`src/rtl/washer_pkg.sv`:
```
// Shared definitions for the washer controller and plant model: phase encodings,
// default timing constants and a counter-width helper.
package washer_pkg;

    typedef logic [2:0] phase_t;

    localparam phase_t P_IDLE  = 3'd0;
    localparam phase_t P_FILL  = 3'd1;
    localparam phase_t P_DOSE  = 3'd2;
    localparam phase_t P_WASH  = 3'd3;
    localparam phase_t P_DRAIN = 3'd4;
    localparam phase_t P_SPIN  = 3'd5;
    localparam phase_t P_FAULT = 3'd6;

    localparam int DEF_LEVEL_MAX   = 15;
    localparam int DEF_FILL_RATE   = 1;
    localparam int DEF_DRAIN_RATE  = 1;
    localparam int DEF_DOSE_CYCLES = 4;
    localparam int DEF_WASH_CYCLES = 20;
    localparam int DEF_SPIN_CYCLES = 10;

    // A one-bit floor keeps the counter legal for tiny terminal counts.
    function automatic int cnt_width(input int terminal);
        return (terminal > 1) ? $clog2(terminal) : 1;
    endfunction

endpackage

```
`src/rtl/plant_timer.sv`:
```
// Saturating up-counter with enable, synchronous clear and a held terminal flag.
module plant_timer
    import washer_pkg::*;
#(
    parameter  int TERMINAL = 4,
    localparam int CW       = cnt_width(TERMINAL)
) (
    input  logic clk,
    input  logic reset,
    input  logic en,
    input  logic clr,
    output logic done
);
    localparam logic [CW-1:0] LAST = CW'(TERMINAL - 1);

    logic [CW-1:0] cnt;

    // The flag rises on the enabled cycle that finds the count already at its last value,
    // so done appears after exactly TERMINAL enabled cycles.
    always_ff @(posedge clk or negedge reset) begin
        if (!reset) begin
            cnt  <= '0;
            done <= 1'b0;
        end else if (clr) begin
            cnt  <= '0;
            done <= 1'b0;
        end else if (en) begin
            if (cnt == LAST) begin
                done <= 1'b1;
            end else begin
                cnt <= cnt + 1'b1;
            end
        end
    end

endmodule

```
`config.mk`:
```
export PLATFORM = sky130hd
export DESIGN_NAME = plant_timer
export DESIGN_NICKNAME = d
export VERILOG_FILES = /design/src/rtl/washer_pkg.sv /design/src/rtl/plant_timer.sv
export SDC_FILE = /design/constraint.sdc
export NUM_CORES = 1
export LEC_CHECK = 0
export BUFFER_PORTS_ARGS = -buffer_cell sky130_fd_sc_hd__buf_2
export CORE_AREA = 2 2 39 41
export DETAILED_ROUTE_END_ITERATION = 8
export DIE_AREA = 0 0 41 43
export PLACE_DENSITY = 0.35
export REMOVE_ABC_BUFFERS = 1
export SLEW_MARGIN = 5
export SYNTH_ARGS = -nofsm -noshare
export SYNTH_HDL_FRONTEND = slang
export SYNTH_SLANG_ARGS = --single-unit
export TNS_END_PERCENT = 1
```
`constraint.sdc`:
```
create_clock -name clk -period 1.19 [get_ports clk]
set_clock_uncertainty 0.15 [all_clocks]
set_input_delay 0.0595 -clock clk [delete_from_list [all_inputs] [get_ports clk]]
set_output_delay 0.0595 -clock clk [all_outputs]
set_load 0.02 [all_outputs]
```
After elaboration in Yosys (flattened, before gate mapping):

Cells that the tools add are included.

* $add $sub $neg: 1
* equal/unequal tests: 2
* mux-type cells: 6
* reduce and logical (&&, ||, !) cells: 4

Operators with widths (number)
* $mux W2: 3
* $reduce_and A2 Y1: 2
* $reduce_bool A2 Y1: 2
* $mux W1: 3
* $add A2 B1 Y2 const B: 1
* $eq A2 B2 Y1 const B: 1
* $ne A2 B2 Y1 const B: 1

* bits of input ports: 4
* register bits: 3
* logic and storage cells: 15

Longest topological paths before layout:

Gate-level depths: netlist of the first run.

* word-level depth: 4
* mapped depth: 3

Least setup slack after synthesis of the first run:

No wires, ideal clock.

* path kind: reg2reg
* start point: reg cnt[0]
* end point: reg cnt[0]
* arrival time: 1.016 ns
* required time: 0.915 ns
* cell stages (with the launch flop): 4
* path slack: -0.101 ns
* path buffers: 0
* cells stage by stage: dfrtp_1 > ha_1 > nor2b_4 > mux2_4

* longest elaborated chain between the ends: 4
* elaborated cells on any way between the ends: 7

RTL lines
* from (decl): RTL line plant_timer.sv:16 `logic [CW-1:0] cnt;`
* from (signal assigned): RTL line plant_timer.sv:31 `cnt <= cnt + 1'b1;`
* $add A2 B1 Y2: RTL line plant_timer.sv:31
* $mux W2: RTL line plant_timer.sv:28 `if (cnt == LAST) begin`
* $mux W2: RTL line plant_timer.sv:27 `end else if (en) begin`
* $mux W2: RTL line plant_timer.sv:24 `end else if (clr) begin`

Several ways; a longest one is shown, not always the timed one. The select of a mux whose other input is x is not followed.
A chain may end at the register's enable or synchronous reset.

Worst setup path after layout of the first run:

* start point: reg cnt[1]
* end point: reg cnt[0]

* longest elaborated chain between the ends: 3

RTL lines (RTL line)
* $eq A2 B2 Y1: plant_timer.sv:28
* $ne A2 B2 Y1 (no source line)
* $reduce_and A2 Y1 (no source line)

No other way between the ends.

==> impl_metrics.ini, run 1 <==
[routing]
wl_um = 353
via_count = 141
drc = 0
drt_first_iter_violations = 0
detail-route-antenna-nets = 0
wl_per_cell_um = 8.21
vias_per_cell = 3.28
firstDrtPassIters = 1

[status]
violations = setup timing
status = finished with violations

[worst_setup_path]
critPathTopFamily = flip-flops
crit_path_end_kind = flop
critical_path_arrival_ns = 1.24
crit_required_ns = 1.15
crit_chain = ha_4, nor2b_4, mux2_4
cpPeakStageDelay_ns = 0.41
path_buf_inv = 0
critical_path_class = reg -> reg
cp-start-kind = flop
cp_max_fo = 2
slowest_stage = dfrtp_1

[placed_design]
placed_area_um2 = 213
dpl.cell_count = 35
gp_congestion = 0.660
place_ws_ns = -0.135
portBuffers = 4

[sta]
maxSlewHeadroom_pct = 87.0
worst_slack_ns = -0.0902
worst_slew_pin_slew_ns = 0.193
fin_setup_tns_ns = -0.119
period_share_pct = 108
setup-violations-final = 2
min_period_ns = 1.28
max_freq_ghz = 0.781
hold_violations = 0
rsz0062_at_grt = yes
report.final.slew_viol_count = 0

[clock_tree]
cts_sinks = 3
cts_buffer_depth = 2
cts.reportedPaths.clkPinSlew_ns = 0.04
worstSkewPairLatency_ns = 0.23
cts_root_buf = clkbuf_4
cts_buffers = 3
cts_tree = yes
htree_levels = 1

[synth]
postSynthAreaPerCell_um2 = 12.1
synthMuxAreaShare_pct = 9.52
synth_edf_count = 0
synthAdderAreaFrac_pct = 7.94
synthTopCellsByArea = dfrtp_1, mux2_4, nor2b_4
synth_most_common_cell = dfrtp_1
synth_top_family_by_area = simple AND/OR/NAND/NOR gates
synth-seq-cells = 3
synth_compound_area_share_pct = 6.35
yosys.area_share.simple_pct = 28.6
ys_types = 10
ys_seq_area_share_pct = 47.6
netlist_instances = 13
synthArstFlopShare_pct = 100
syn_area_um2 = 158
yosys_warnings = 0
synth_top_area_share_pct = 47.6
dominantRegCellSynth = dfrtp_1
synthXorXnorAreaFrac_pct = 0
synth_common_cells = dfrtp_1, nor2_1
synth_top_area_cell = dfrtp_1

[floorplanning]
die_x_um = 41
core_area_mm2 = 0.00138
die_area_mm2 = 0.00176
rows = 14
start_util_pct = 11.4
io_pins = 5
dieHeight_um = 43

[finish]
finalNonFillerCells = 43
fin_util_pct = 21.1
fill_cells = 147
fin_area_um2 = 292
insertedDiodeCount = 0
fin_nets = 33
layout-drive-gt1-share_pct = 44.4
syn_to_final_growth_pct = 84.9

[flow_run]
maxCapViolations = 0

[grt]
antenna_found_initial = 0
grt_max_degree = 6
grt_pass1_wl_um = 558
grt_usage_pct = 5.84
grt_overflow = 0
grt_pass1_vias = 136

[pwr]
power.leakage_nw = 0.136
power_density_mw_per_mm2 = 1210
vdd_drop_max_uv = 424

[min_path]
hp-class = in -> reg
## worst reg2reg max path, cell delays in order, from the launching register on
cell     delay (ns)
dfrtp_1        0.41
ha_4           0.19
nor2b_4        0.11
mux2_4         0.30
## cells in the final DEF (no fill, tap or decap)
| master | Yosys | layout |
|---|---|---|
| clkbuf_4 | 0 | 3 |
| clkbuf_1 | 0 | 1 |
| nand4bb_1 | 1 | 1 |
| buf_4 | 0 | 2 |
| buf_2 | 0 | 4 |
| nand2b_1 | 1 | 1 |
| dfrtp_1 | 3 | 3 |
| o21ai_0 | 1 | 1 |
| nor2b_4 | 1 | 1 |
| a21oi_1 | 1 | 1 |
| nor2_1 | 2 | 2 |
| dlygate4sd3_1 | 0 | 4 |
| mux2_4 | 1 | 1 |
| nor2b_1 | 1 | 1 |
| ha_4 | 0 | 1 |
## final cells by class
| cell class | instances | area (µm²) | area share [%] |
|---|---|---|---|
| clock buffer | 4 | 26.3 | 9.01 |
| multi-input combinational | 10 | 95.1 | 32.6 |
| timing repair buffer | 10 | 75.1 | 25.8 |
| tap | 16 | 20.0 | 6.87 |
| sequential | 3 | 75.1 | 25.8 |
## flip-flops by register name, summed over array words and instances (netlist names)
signal,cells
cnt,2
done,1
## routing by layer
metal	share of wire, %	track usage (%)	up-vias
met5	0	0	-
met4	4.0	10.0	0
met2	34	5.31	7
met1	56	7.44	60
li1	-	-	72
met3	6.2	1.57	2
## cell families after synthesis
family,Yosys count
AO/OA/AOI/OAI,2
adder cells (fa/ha/maj),1
flip-flops,3
multiplexers,1
AND/OR/NAND/NOR,6
## through the flow
stage	hold WS, ns	total power [mW]
2_1_floorplan	-0.386	0.137
3_3_place_gp	-0.297	0.156
3_5_place_dp	-0.293	0.157
4_1_cts	0.00845	0.359
5_1_grt	0.0340	0.383
6_report	0.0242	0.352
## report_power, final
part | leakage, nW | switching [mW] | internal [mW]
clock network | 0.0150 | 0.0540 | 0.126
logic | 0.0805 | 0.0189 | 0.0359
registers | 0.0404 | 0.00755 | 0.110
## worst paths after layout
kind,from,endpoint,slack [ns],cells after the start
max,cnt[1],cnt[0],-0.09,3
min,en,cnt[1],0.02,3
max reg2reg,cnt[1],cnt[0],-0.09,3
min reg2reg,done,done,0.36,2
max in group asynchronous,reset,done,0.21,3
min in group asynchronous,reset,cnt[1],0.54,3
## repair_timing
action,in CTS,in global routing
endpoints found under the hold margin,4,0
buffers inserted,0,0
resized for setup,1,1
hold buffers,4,0
setup endpoints to repair,3,2
pin swaps,1,0
No activity file was read; power rests on OpenSTA's default activity.
==> run 2, diff against run 1 <==
--- a/config.mk
+++ b/config.mk
@@ -9,6 +9,7 @@
 export CORE_AREA = 2 2 39 41
 export DETAILED_ROUTE_END_ITERATION = 8
 export DIE_AREA = 0 0 41 43
+export MAX_ROUTING_LAYER = met4
 export PLACE_DENSITY = 0.35
 export REMOVE_ABC_BUFFERS = 1
 export SLEW_MARGIN = 5
==> constraint.sdc (replaced) <==
create_clock -name clk -period 1 [get_ports clk]
set_clock_uncertainty 0.15 [all_clocks]
set_input_delay 0.05 -clock clk [delete_from_list [all_inputs] [get_ports clk]]
set_output_delay 0.05 -clock clk [all_outputs]
set_load 0.02 [all_outputs]
==> impl_metrics.ini, run 2 (synthesis gave the netlist of run 1 again) <==
[status]
status = finished with violations
violations = hold timing, setup timing

[grt]
antenna_found_initial = 0
grt_pass1_vias = 150
grt_busiest_layer = met1
grtUsageMet3_pct = 6.28
grtUsageMet2_pct = 7.19
met1_usage_pct = 7.47
grt_overflow = 0
grt_max_degree = 6
grt_pass1_wl_um = 648
grt_usage_pct = 6.60

[sta]
max_freq_ghz = 0.769
hold_violations = 1
report.final.slew_viol_count = 0
period_share_pct = 130
min_period_ns = 1.30
rsz0062_at_grt = yes
worst_slack_ns = -0.300
hold-worst-slack_ns = -0.0181
worst_slew_pin_slew_ns = 0.124
maxSlewHeadroom_pct = 91.7
setup-violations-final = 3

[clock_tree]
cts_buffer_depth = 2
cts.reportedPaths.clkPinSlew_ns = 0.03
cts_sinks = 3
cts_tree = yes
htree_levels = 1
worstSkewPairLatency_ns = 0.23
cts_root_buf = clkbuf_4
cts_buffers = 3

[routing]
wl_um = 427
drt_first_iter_violations = 1
firstDrtPassIters = 4
drc = 0
wl_per_cell_um = 9.70
detail-route-antenna-nets = 0
via_count = 152
vias_per_cell = 3.45

[finish]
syn_to_final_growth_pct = 83.3
final_cell_mix = dlygate4sd3_1, buf_2, clkbuf_4, dfrtp_1, buf_4
largest_reg_flops = 2
fin_nets = 34
layout-drive-gt1-share_pct = 46.4
fill_cells = 149
insertedDiodeCount = 0
top_regs = cnt: 2 flops, done: 1 flops
top_register = cnt
finalNonFillerCells = 44

[floorplanning]
die_area_mm2 = 0.00176
die_x_um = 41
io_pins = 5
start_util_pct = 11.4
core_area_mm2 = 0.00138
rows = 14
dieHeight_um = 43

[placed_design]
dp_hpwl_um = 235
place_ws_ns = -0.334
portBuffers = 4
gp_congestion = 0.660
dpl.cell_count = 34

[min_path]
hp-start = en
min_path_cells = 3
whs_endpoint = cnt[1]
hp-class = in -> reg

[pwr]
power.leakage_nw = 0.140
power_density_mw_per_mm2 = 1480
vdd_drop_max_uv = 651
p_total_mw = 0.428

[worst_setup_path]
slowest_stage = dfrtp_1
crit_required_ns = 0.96
cp_max_fo = 2
rr_endpoint = cnt[0]
critical_path_class = reg -> reg
crit_path_end_kind = flop
reg2reg_slack_ns = -0.30
cp-start-kind = flop
cpPeakStageDelay_ns = 0.38
reg2reg_depth = 3
crit_chain = ha_2, nor2b_4, mux2_4
reg2reg_from = cnt[0]
critical_path_arrival_ns = 1.26

[flow_run]
maxCapViolations = 0
## run 2: how the worst max path moves through the flow
stage | start | end | cells after the start
3_5_place_dp | cnt[0] | cnt[0] | 3
5_1_grt | cnt[0] | cnt[0] | 3
4_1_cts | cnt[1] | cnt[0] | 3
2_1_floorplan | cnt[0] | cnt[0] | 3
6_report | cnt[0] | cnt[0] | 3
3_3_place_gp | cnt[0] | cnt[0] | 3
## run 2: critical path: cells and delay by family, from the launching register on
family / cells / cell delay (ns)
flops: 1 / 0.38
mux: 1 / 0.31
fa+ha+maj: 1 / 0.21
simple gates: 1 / 0.13
## run 2: metal layers
layer  vias up  routed length, µm
met5         -                  0
met4         0                  0
met3         0                 42
met2         7                155
met1        69                229
li1         76                  -
## run 2: report_power, final
part	switching [mW]	internal [mW]	leakage [nW]
clock network	0.0733	0.150	0.0150
logic	0.0251	0.0439	0.0846
registers	0.00545	0.130	0.0404
total	0.104	0.324	0.140
## run 2: area by class of cell
cell class                      instances  area, µm²  area share, %
Clock buffer                            4       26.3           9.09
Timing Repair Buffer                   11       82.6           28.6
Multi-Input combinational cell         10       85.1           29.4
Sequential cell                         3       75.1           26.0
Tap cell                               16       20.0           6.93
## run 2: timing repair
action	CTS	global route
pin swaps	1	1
gates resized for setup	1	1
endpoints found under the setup margin	3	4
setup buffers	1	1
hold buffers	3	1
hold endpoints to repair	5	1
## run 2: through the flow
| step | TNS [ns] | hold slack, ns | area, µm² | util, % |
|---|---|---|---|---|
| CTS | -0.634 | -0.0443 | 272 | 19.6 |
| detailed placement | -0.802 | -0.300 | 205 | 14.8 |
| finish | -0.665 | -0.0181 | 289 | 20.9 |
| global placement | -0.758 | -0.307 | 205 | 14.8 |
| global route | -0.780 | 0.00833 | 289 | 20.9 |
| floorplan | -0.412 | -0.396 | 158 | - |
==> run 3, diff against run 2 <==
--- a/config.mk
+++ b/config.mk
@@ -12,6 +12,7 @@
 export MAX_ROUTING_LAYER = met4
 export PLACE_DENSITY = 0.35
 export REMOVE_ABC_BUFFERS = 1
+export SETUP_SLACK_MARGIN = 0.05
 export SLEW_MARGIN = 5
 export SYNTH_ARGS = -nofsm -noshare
 export SYNTH_HDL_FRONTEND = slang
==> impl_metrics.ini, run 3 (synthesis gave the netlist of run 1 again) <==
[clock_tree]
cts_tree = yes
cts_buffers = 3
cts_buffer_depth = 2
worstSkewPairLatency_ns = 0.23
cts_root_buf = clkbuf_4
htree_levels = 1
cts.reportedPaths.clkPinSlew_ns = 0.03
cts_sinks = 3

[worst_setup_path]
crit_path_end_kind = flop
reg2reg_slack_ns = -0.30
cp_max_fo = 2
reg2reg_depth = 3
reg2reg_from = cnt[0]
critical_path_arrival_ns = 1.26
cp-start-kind = flop
critical_path_class = reg -> reg
crit_required_ns = 0.96
rr_endpoint = cnt[0]

[grt]
grt_usage_pct = 6.71
grt_pass1_vias = 152
grt_overflow = 0
antenna_found_initial = 0
grt_pass1_wl_um = 662
grt_max_degree = 6

[finish]
largest_reg_flops = 2
syn_to_final_growth_pct = 88.9
multi_input_area_um2 = 85.1
insertedDiodeCount = 0
top_register = cnt
final_cell_mix = dlygate4sd3_1, buf_4, clkbuf_4, dfrtp_1
fill_cells = 149
fin_util_pct = 21.5
fin_nets = 34
layout-drive-gt1-share_pct = 46.4
top_regs = cnt: 2 flops, done: 1 flops
seq_area_um2 = 75.1
fin_area_um2 = 298

[sta]
hold_violations = 1
setup-violations-final = 3
report.final.slew_viol_count = 0
max_freq_ghz = 0.769
fin_setup_tns_ns = -0.665
rsz0062_at_grt = yes
hold-worst-slack_ns = -0.0182
maxSlewHeadroom_pct = 91.7
worst_slack_ns = -0.300
min_period_ns = 1.30
worst_slew_pin_slew_ns = 0.124
period_share_pct = 130

[min_path]
hp-start = en
hp-class = in -> reg
min_path_cells = 3
whs_endpoint = cnt[1]

[routing]
vias_per_cell = 3.45
drt_first_iter_violations = 1
wl_um = 428
drc = 0
wl_per_cell_um = 9.73
firstDrtPassIters = 4
via_count = 152
detail-route-antenna-nets = 0

[placed_design]
gp_congestion = 0.660
dp_hpwl_um = 235
placed_area_um2 = 205
portBuffers = 4

[floorplanning]
dieHeight_um = 43
rows = 14
die_area_mm2 = 0.00176
core_area_mm2 = 0.00138
start_util_pct = 11.4
die_x_um = 41
io_pins = 5

[flow_run]
maxCapViolations = 0

[pwr]
power.leakage_nw = 0.141
power_density_mw_per_mm2 = 1450
vdd_drop_max_uv = 653

[status]
status = finished with violations
violations = hold timing, setup timing
run 3: power by group:
part | internal (mW) | switching (mW)
Sequential | 0.130 | 0.00564
Combinational | 0.0458 | 0.0252
Clock | 0.150 | 0.0733
run 3: routing by layer:
layer | global-route usage (%) | vias up | part of all wire [%]
met4 | 4.00 | 0 | 0
li1 | - | 76 | -
met3 | 6.28 | 0 | 8.9
met2 | 7.19 | 7 | 36
met1 | 7.79 | 69 | 55
met5 | - | - | 0
run 3: timing repair:
action,4_1_cts,5_1_grt
resized for setup,3,2
endpoints found under the hold margin,5,1
pin swaps,1,1
buffers inserted,1,1
hold buffers,3,1
setup endpoints to repair,4,6
run 3: final cells by class:
type	count	share of cell area (%)
Timing Repair Buffer	11	30.7
Clock buffer	4	8.82
Tap cell	16	6.72
Sequential cell	3	25.2
Multi-Input combinational cell	10	28.6
run 3: worst max-delay path, stage by stage (launching register included):
cell and delay (ns):
dfrtp_1 0.38, ha_2 0.21, nor2b_4 0.13, mux2_4 0.31
run 3: stage by stage:
stage               power, mW  setup WS [ns]  instances
floorplan               0.163         -0.291         13
global placement        0.179         -0.319         34
detailed placement      0.182         -0.334         34
CTS                     0.430         -0.281         42
global route            0.457         -0.319         44
finish                  0.431         -0.300         44
run 3: worst max path at each step:
stage	start	endpoint	cells after the start	slack (ns)
3_5_place_dp	cnt[0]	cnt[0]	3	-0.33
4_1_cts	cnt[1]	cnt[0]	3	-0.28
6_report	cnt[0]	cnt[0]	3	-0.30
5_1_grt	cnt[0]	cnt[0]	3	-0.32
3_3_place_gp	cnt[0]	cnt[0]	3	-0.32
2_1_floorplan	cnt[0]	cnt[0]	3	-0.29
